--- src/rtl/regfile_wb_sched.sv ---
// regfile_wb_sched
// Write-back scheduler and pending-write scoreboard for the 32x32 register
// file. Two write-back sources (A: ALU/branch-link, B: load/mul-div) share
// the single register file write port through a round-robin arbiter. A
// per-register pending-write counter lets the issue stage spot RAW/WAW
// hazards.
//
// Ports:
//   clk, reset           clock, synchronous active-high reset
//   iss_valid/iss_rd     reserve a destination register for a future write
//   iss_ready            reservation accepted (0 only when counter saturated)
//   q_addr1/q_busy1      hazard query 1: register has a pending write
//   q_addr2/q_busy2      hazard query 2
//   a_valid/a_addr/a_data/a_ready   source A write-back handshake
//   b_valid/b_addr/b_data/b_ready   source B write-back handshake
//   wen/waddr/wdata      registered register file write port
module regfile_wb_sched #(
  parameter int REG_ADDR_W = 5,
  parameter int DATA_W     = 32,
  parameter int NUM_REGS   = 32,
  parameter int CNT_W      = 2
) (
  input  logic                  clk,
  input  logic                  reset,
  input  logic                  iss_valid,
  input  logic [REG_ADDR_W-1:0] iss_rd,
  output logic                  iss_ready,
  input  logic [REG_ADDR_W-1:0] q_addr1,
  output logic                  q_busy1,
  input  logic [REG_ADDR_W-1:0] q_addr2,
  output logic                  q_busy2,
  input  logic                  a_valid,
  input  logic [REG_ADDR_W-1:0] a_addr,
  input  logic [DATA_W-1:0]     a_data,
  output logic                  a_ready,
  input  logic                  b_valid,
  input  logic [REG_ADDR_W-1:0] b_addr,
  input  logic [DATA_W-1:0]     b_data,
  output logic                  b_ready,
  output logic                  wen,
  output logic [REG_ADDR_W-1:0] waddr,
  output logic [DATA_W-1:0]     wdata
);

  localparam logic [CNT_W-1:0] CNT_SAT = {CNT_W{1'b1}};

  logic [CNT_W-1:0]      cnt [NUM_REGS];
  logic                  last_b;
  logic                  xfer;
  logic [REG_ADDR_W-1:0] sel_addr;
  logic [DATA_W-1:0]     sel_data;
  logic [NUM_REGS-1:0]   inc;
  logic [NUM_REGS-1:0]   dec;

  // Round-robin grant: an uncontested requester always wins; under
  // contention the source that did not win last time gets the port, so the
  // loser never waits more than one cycle. The two readies are mutually
  // exclusive by construction.
  always_comb begin
    a_ready  = a_valid && (!b_valid || last_b);
    b_ready  = b_valid && (!a_valid || !last_b);
    xfer     = a_ready || b_ready;
    sel_addr = a_ready ? a_addr : b_addr;
    sel_data = a_ready ? a_data : b_data;
  end

  // Reservation and hazard queries read the scoreboard combinationally.
  // Register 0 is never busy and reservations on it are always accepted.
  always_comb begin
    iss_ready = !((cnt[iss_rd] == CNT_SAT) && (iss_rd != '0));
    q_busy1   = (q_addr1 != '0) && (cnt[q_addr1] != '0);
    q_busy2   = (q_addr2 != '0) && (cnt[q_addr2] != '0);
  end

  // Per-register increment (accepted reservation) and decrement (the write
  // actually reaching the register file). Decrementing on wen rather than on
  // the transfer keeps busy asserted through the wen cycle.
  always_comb begin
    inc = '0;
    dec = '0;
    for (int r = 1; r < NUM_REGS; r++) begin
      inc[r] = iss_valid && iss_ready && (iss_rd == REG_ADDR_W'(r));
      dec[r] = wen && (waddr == REG_ADDR_W'(r));
    end
  end

  // Arbiter pointer and registered write port. Reset starts the pointer at
  // "last granted = B" so A wins the first contention, and drops any write
  // accepted in the reset cycle. A transfer to register 0 is consumed but
  // never enables the register file.
  always_ff @(posedge clk) begin
    if (reset) begin
      last_b <= 1'b1;
      wen    <= 1'b0;
      waddr  <= '0;
      wdata  <= '0;
    end else begin
      wen <= xfer && (sel_addr != '0);
      if (xfer) begin
        last_b <= b_ready;
        waddr  <= sel_addr;
        wdata  <= sel_data;
      end
    end
  end

  // Pending-write counters. Simultaneous inc and dec cancel; a decrement of
  // an empty counter (write without reservation) holds at zero. Saturation
  // needs no guard because iss_ready blocks the increment there.
  always_ff @(posedge clk) begin
    if (reset) begin
      for (int r = 0; r < NUM_REGS; r++) cnt[r] <= '0;
    end else begin
      for (int r = 0; r < NUM_REGS; r++) begin
        if (r == 0)
          cnt[r] <= '0;
        else if (inc[r] && !dec[r])
          cnt[r] <= cnt[r] + CNT_W'(1);
        else if (dec[r] && !inc[r] && (cnt[r] != '0))
          cnt[r] <= cnt[r] - CNT_W'(1);
      end
    end
  end

endmodule

--- config.mk ---
export PLATFORM = sky130hd
export DESIGN_NAME = regfile_wb_sched
export DESIGN_NICKNAME = d
export VERILOG_FILES = /design/src/rtl/regfile_wb_sched.sv
export SDC_FILE = /design/constraint.sdc
export NUM_CORES = 1
export LEC_CHECK = 0
export ABC_AREA = 1
export BUFFER_PORTS_ARGS = -buffer_cell sky130_fd_sc_hd__buf_4
export CAP_MARGIN = 15
export CORE_MARGIN = 4
export CORE_UTILIZATION = 55
export CTS_CLUSTER_SIZE = 20
export DETAILED_ROUTE_END_ITERATION = 10
export PLACE_DENSITY = 0.89
export SYNTH_ARGS = -nofsm -noshare
export SYNTH_HDL_FRONTEND = slang
export SYNTH_SLANG_ARGS = --single-unit
--- constraint.sdc ---
create_clock -name clk -period 5.1 [get_ports clk]
set_clock_uncertainty 0.05 [all_clocks]
set_input_delay 0.765 -clock clk [delete_from_list [all_inputs] [get_ports clk]]
set_output_delay 0.765 -clock clk [all_outputs]
set_load 0.1 [all_outputs]
==> results.md, run 1 <==
- Largest family of logic cells by synthesized area: simple AND/OR/NAND/NOR gates
- Crit path from: iss_rd[1]
- Min Tclk post-route: 3.757 ns
- Routed WL: 23690 um
- Area fraction in compound gates after synthesis: 11.10%
- Clock root buffer: clkbuf_16
- Fin. Hold Viols: 0
- Wire length per cell: 16.26 um
- Clock power share: 29.7%
- Vias in the first global route: 7838
- Synth Cell Area: 0.007383 mm2
- Synth cell count leaders: nand2_1 (420), nor2_1 (144), inv_1 (109), nand3_1 (76), a21oi_1 (74)
- Hold_ws: 0.4296 ns
- RSZ-0062 raised after global routing: no
- Count of cell types in the netlist: 37
- Status: finished clean
- Row Count: 42
- Post-Synth XOR/XNOR Area: 0.7117%
- Hpwl dp: 17170 um
- WP data arrival: 2.94 ns
- Clk slew on worst S/H paths: 0.07 ns
- Setup TNS: 0 ns
- PostCTS Resize Cnt: 0
- Peak fanout along the critical path: 28
- Register area share after synthesis: 35.79%
- CP Class: in2out
- Synth area leader: edfxtp_1
- Sequential share of power: 41.6%
- Largest net degree at the start of global routing: 71
- Maximum vdd drop: 228.8 uV
- Clock Path Buffers: 2
- Hold_buf cts: 0
- Die area: 0.01534 mm2
- Syn_area_per_cell: 6.257 um2
- Synth async-reset ratio: 0%
- Hold Path Sink: wdata[12]
- H-tree levels: 3
- DR iter-0 viols: 1101
- Final setup viols: 0
- Tightest Pin Transition: 1.184 ns
- Slew Limit Fails: 0
- Num CTS Buffers: 9
- Max-cap violations: 0
- Static leakage: 4.079 nW
- Synthesized Nets: 1275
- RR Endpoint: cnt[10][0]
- Initial Util: 55.98%
- Later-pin clock latency in the skew report: 0.36 ns
- Adder-cell share of the synthesized area: 0.1695%
- Vias: 8572
- HP Start: wdata[12]
- Sw Ratio: 38.07%
- Clock sink count: 101
- Share of cells above drive strength 1: 12.96%
- Via density per instance: 5.883
- Initial antenna violation count: 0
- Final Cycle Share: 73.67%
- Ant diodes: 0
- Flops & latches, synth: 101
- Reg2reg start: cnt[10][0]
- First-pass GRT wire length: 36830 um
- Grt ovf: 0
- Path depth of the worst reg2reg path: 13
- Sw power: 0.0008926 W
- PD cells: 268.9 mW/mm2
- Number of enable flip-flop cells after synthesis: 62
- Internal power: 0.001452 W
- Combinational fraction of design power: 28.7%
- DRC violations left: 0
- Mux contribution to synthesized area: 0.6779%
- HP Class: reg2reg
- Post-CTS Setup Repair Bufs: 0
- Most used DFF post-synth: edfxtp_1
- Flop2flop setup slack: 2.33 ns
- Dominant cells by area after synthesis: edfxtp_1 (25%), nand2_1 (21%), dfxtp_1 (11%)
- Hold depth: 2
- I/O pin count: 137
- Nets@finish: 1371
- Synthesis-to-layout area growth: 18.06%
- CTS tree: built
- Buffers on Ports: 136
- Req. time, crit path: 4.28 ns
- Synth top area share: 25.22%
- Total track usage: 30.61%
- Highest Clock Rate: 266.2 MHz
- GPL Wtd Cong: 0.9747
- Routed Antenna Nets: 0
- Die Y: 123.9 um
- Endpoint type of the worst setup path: output port
- Simple-Gate Fraction of Synth Area: 42.40%
- Most frequent cell after synthesis: nand2_1
- Die W: 123.9 um
- Slew HR: 20.76%
- Core region area: 0.01319 mm2
- Drt pass-1 iters: 9
- Kind of start point of the critical path: input pin
- Synth warn: 0
- Gate Count Post-Synth: 1180
-- registers in the layout, indices dropped and copies added (netlist names) --
| register | count |
|---|---|
| cnt | 62 |
| wdata | 32 |
| waddr | 5 |
| last_b | 1 |
| wen | 1 |
-- routing by layer --
layer / vias to the layer above / part of all wire (%) / global-route usage (%)
met2: 609 / 46 / 50.56
met3: 71 / 14 / 9.446
met5: - / 0 / 0
met4: 0 / 3.4 / 12.53
met1: 3828 / 37 / 37.13
li1: 4064 / - / -
-- stage by stage --
stage	power [W]	setup WS (ns)	area [um2]	util [%]	instances
finish	0.002344	1.343	8717	66.09	1457
global route	0.002429	1.233	8717	66.09	1457
CTS	0.002338	1.442	8717	66.09	1457
detailed placement	0.001650	1.442	8426	63.88	1441
global placement	0.001638	1.508	8426	63.88	1441
floorplan	0.001457	0.6734	7383	-	1180
-- worst max path at each step --
stage	endpoint	slack, ns	cells after the start
2_1_floorplan	q_busy1	0.67	6
3_3_place_gp	iss_ready	1.51	13
3_5_place_dp	iss_ready	1.44	13
4_1_cts	iss_ready	1.44	13
5_1_grt	iss_ready	1.23	13
6_report	iss_ready	1.34	13
-- layout by cell type, fill, tap and decap left out, types with 2 or more instances in the layout --
| cell | instances |
|---|---|
| clkbuf_16 | 9 |
| a21oi_1 | 74 |
| edfxtp_1 | 62 |
| inv_6 | 2 |
| inv_1 | 109 |
| mux2i_1 | 5 |
| inv_8 | 2 |
| or2_2 | 2 |
| o311ai_0 | 2 |
| clkinv_1 | 4 |
| nor2_1 | 144 |
| a31oi_1 | 33 |
| dfxtp_1 | 39 |
| xnor2_1 | 5 |
| nor3_1 | 47 |
| o21ai_0 | 34 |
| or3_1 | 2 |
| buf_4 | 141 |
| nand3_1 | 76 |
| nand3b_1 | 5 |
| inv_2 | 4 |
| nand4_1 | 42 |
| nand2_1 | 420 |
| o31ai_1 | 2 |
-- power by group through the flow --
stage / Combinational, W / Sequential [W] / Clock (W)
2_1_floorplan: 0.000305 / 0.00115 / 0
3_3_place_gp: 0.000648 / 0.000990 / 0
3_5_place_dp: 0.000659 / 0.000992 / 0
4_1_cts: 0.000661 / 0.000974 / 0.000702
5_1_grt: 0.000718 / 0.000982 / 0.000729
6_report: 0.000672 / 0.000976 / 0.000696
-- cell type report --
class	instances	area [um2]
sequential	101	2643
timing repair buffer	141	1059
tap	176	220.2
clock buffer	10	229.0
fill	1202	4473
inverter	117	439.2
clock inverter	6	62.56
multi-input combinational	906	4065
-- kinds of logic (layout without fill, tap and decap cells) --
group / Yosys count / count (layout)
simple gates: 744 / 744
buf+inv: 173 / 274
compound gates: 150 / 150
flops: 101 / 101
xor+xnor: 6 / 6
mux: 5 / 5
fa+ha+maj: 1 / 1
-- critical path, stage by stage --
cell and delay [ns]:
buf_4 0.22, inv_1 0.29, nor2_1 0.23, inv_2 0.10, nor2_1 0.13, nand2_1 0.06, nand2_1 0.07, nor2_1 0.05
nand2_1 0.10, nand3_4 0.34, nand2_4 0.26, inv_1 0.07, buf_4 0.23
Note: power is estimated with default switching activity, not from simulation.
==> run 2: changes to the inputs <==
Settings changed: ABC_AREA 1 to 0.
Clock period 5.1 ns to 3.7 ns, I/O delays scaled along.
==> run 2 against run 1 <==
Compared with the run above: synthesized area is 1.5% higher; via count decreased by 12%; power grew 38%; highest routed layer unchanged.
==> results.md, run 2 <==
- Die area: 0.01556 mm2
- Initial antenna violation count: 0
- Wire length per cell: 20.95 um
- Setup TNS: 0 ns
- PostCTS Resize Cnt: 0
- Largest family of logic cells by synthesized area: simple AND/OR/NAND/NOR gates
- Num CTS Buffers: 9
- Nets@finish: 1017
- DR iter-0 viols: 974
- Simple-Gate Fraction of Synth Area: 24.05%
- Post-CTS Setup Repair Bufs: 0
- FILL cells: 1074
- Syn_area_per_cell: 9.086 um2
- Synthesis-to-layout area growth: 18.13%
- Clock power share: 29.4%
- Min Tclk post-route: 3.170 ns
- Status: finished clean
- Combinational fraction of design power: 28.9%
- GPL Wtd Cong: 1.011
- Flops & latches, synth: 101
- Synth Cell Area: 0.007496 mm2
- H-tree levels: 3
- Synth async-reset ratio: 0%
- Synth top area share: 24.84%
- Sequential share of power: 41.7%
- I/O pin count: 137
- Static leakage: 3.487 nW
- Most frequent cell after synthesis: nor2_1
- Drt pass-1 iters: 7
- Endpoint type of the worst setup path: output port
- Slew HR: 42.41%
- PD cells: 366.4 mW/mm2
- Synth cell count leaders: nor2_1 (114), edfxtp_1 (62), nand2_1 (59), mux2i_1 (56), a2111oi_0 (45)
- Initial Util: 56.38%
- First-pass GRT wire length: 37510 um
- Clock sink count: 101
- Flop2flop setup slack: 0.94 ns
- Vias in the first global route: 7205
- Die W: 124.7 um
- HP Class: in2reg
- Most common cell after layout, fill and taps aside: buf_4
- Fin. Hold Viols: 0
- Post-Synth XOR/XNOR Area: 1.402%
- Routed Antenna Nets: 0
- Buffers on Ports: 136
- RSZ-0062 raised after global routing: no
- Gate Count Post-Synth: 825
- Dominant cells by area after synthesis: edfxtp_1 (25%), dfxtp_1 (10%), mux2i_1 (7.5%)
- CP max stage cell: mux2_2
- Core region area: 0.01330 mm2
- CP dominant cell by count: buf_4
- Area fraction in compound gates after synthesis: 20.75%
- Path depth of the worst reg2reg path: 6
- Synth area leader: edfxtp_1
- Maximum vdd drop: 395.8 uV
- Hold depth: 3
- Adder-cell share of the synthesized area: 0.1669%
- Share of cells above drive strength 1: 21.25%
- Synth warn: 0
- Hold_buf cts: 0
- Mux contribution to synthesized area: 13.94%
- Internal power: 0.002073 W
- Peak fanout along the critical path: 31
- Highest Clock Rate: 315.4 MHz
- Largest regs: cnt: 62 flops, wdata: 32 flops, waddr: 5 flops
- Slew Limit Fails: 0
- Die Y: 124.7 um
- DRC violations left: 0
- CTS tree: built
- Synthesized Nets: 920
- Largest reg by FF count: cnt
- Vias: 7545
- Most frequent cells in the layout: buf_4 (152), nor2_1 (114), edfxtp_1 (62)
- CP peak stage delay: 0.40 ns
- Clock root buffer: clkbuf_16
- CP cell instances: buf_4 -> mux2_2 -> a221o_1 -> and3_1 -> o21ai_2 -> nand2_1 -> inv_1 -> buf_4
- Count of cell types in the netlist: 57
- Max-cap violations: 0
- Hpwl dp: 17000 um
- Final setup viols: 0
- Tightest Pin Transition: 0.8606 ns
- Routed WL: 23110 um
- Kind of start point of the critical path: input pin
- Total track usage: 29.37%
- Hold_ws: 0.3989 ns
- Ant diodes: 0
- Via density per instance: 6.840
- Row Count: 42
- Clock Path Buffers: 2
- Final Cycle Share: 85.69%
- WP data arrival: 2.57 ns
- Grt ovf: 0
- Req. time, crit path: 3.09 ns
- Number of enable flip-flop cells after synthesis: 62
- Register area share after synthesis: 35.25%
- Sw power: 0.001171 W
- Most used DFF post-synth: edfxtp_1
- CP Class: in2out
- Later-pin clock latency in the skew report: 0.36 ns
- Clk slew on worst S/H paths: 0.08 ns
- Sw Ratio: 36.10%
- Largest net degree at the start of global routing: 64
- Max reg flops: 62
[run 2: cell types whose count changed in the layout (fill, tap and decap cells not counted), moves of 18 or more]
cell,delta
nand3_1,-51
a311o_1,+22
mux2i_1,+51
nor2_1,-30
and3b_1,+33
a21oi_1,-33
nand2_1,-361
and2_1,+21
nor3_1,-18
a2111oi_0,+45
a31oi_1,-33
inv_1,-100
a211oi_1,+35
[run 2: metal layers]
metal | vias up | GRT usage [%] | routed length (um)
met5 | - | 0 | 0
met4 | 0 | 11.73 | 914
met3 | 89 | 11.88 | 3165
met2 | 529 | 47.01 | 10580
met1 | 3497 | 35.30 | 8443
li1 | 3430 | - | -
[run 2: kinds of logic (layout without fill, tap and decap cells)]
| kind of cell | after synthesis | in the layout |
|---|---|---|
| fa+ha+maj | 1 | 1 |
| buf+inv | 75 | 177 |
| flops | 101 | 101 |
| simple gates | 352 | 352 |
| compound gates | 206 | 206 |
| xor+xnor | 12 | 12 |
| mux | 78 | 78 |
[run 2: metrics by stage]
stage / std cells / util [%] / setup slack, ns / area, um2 / total power, W
finish: 1103 / 66.60 / 0.5296 / 8855 / 0.003244
global route: 1103 / 66.60 / 0.4112 / 8855 / 0.003352
CTS: 1103 / 66.60 / 0.5462 / 8855 / 0.003236
detailed placement: 1087 / 64.43 / 0.5483 / 8566 / 0.002300
global placement: 1087 / 64.43 / 0.5907 / 8566 / 0.002284
floorplan: 825 / - / 0.2869 / 7503 / 0.002022
[run 2: worst paths after layout]
path / from / endpoint
setup reg to reg: cnt[21][1] / cnt[27][1]
setup / recovery: iss_rd[1] / iss_ready
hold reg to reg: wdata[15] / wdata[15]
hold / removal: b_valid / last_b
[run 2: area by class of cell]
| cell class | instances | area [um2] | share of cell area, % |
|---|---|---|---|
| multi-input cells | 649 | 4528 | 51.14 |
| flip-flops and latches | 101 | 2643 | 29.84 |
| repair buffers | 152 | 1141 | 12.89 |
| clock buffers | 10 | 250.2 | 2.826 |
| well taps | 176 | 220.2 | 2.487 |
| clock inverters | 6 | 38.79 | 0.4380 |
| inverters | 9 | 33.78 | 0.3815 |
[run 2: power groups by stage]
stage	logic [W]	registers [W]	clock network [W]
CTS	0.000926	0.00135	0.000959
global route	0.000988	0.00136	0.00100
global placement	0.000912	0.00137	0
floorplan	0.000428	0.00159	0
finish	0.000938	0.00135	0.000953
detailed placement	0.000924	0.00138	0
[run 2: critical path, delay by kind of cell]
family                 cells  cell delay (ns)
AOI/OAI and AO/OA          2             0.55
buffers and inverters      3             0.71
muxes                      1             0.40
and+or+nand+nor            2             0.32
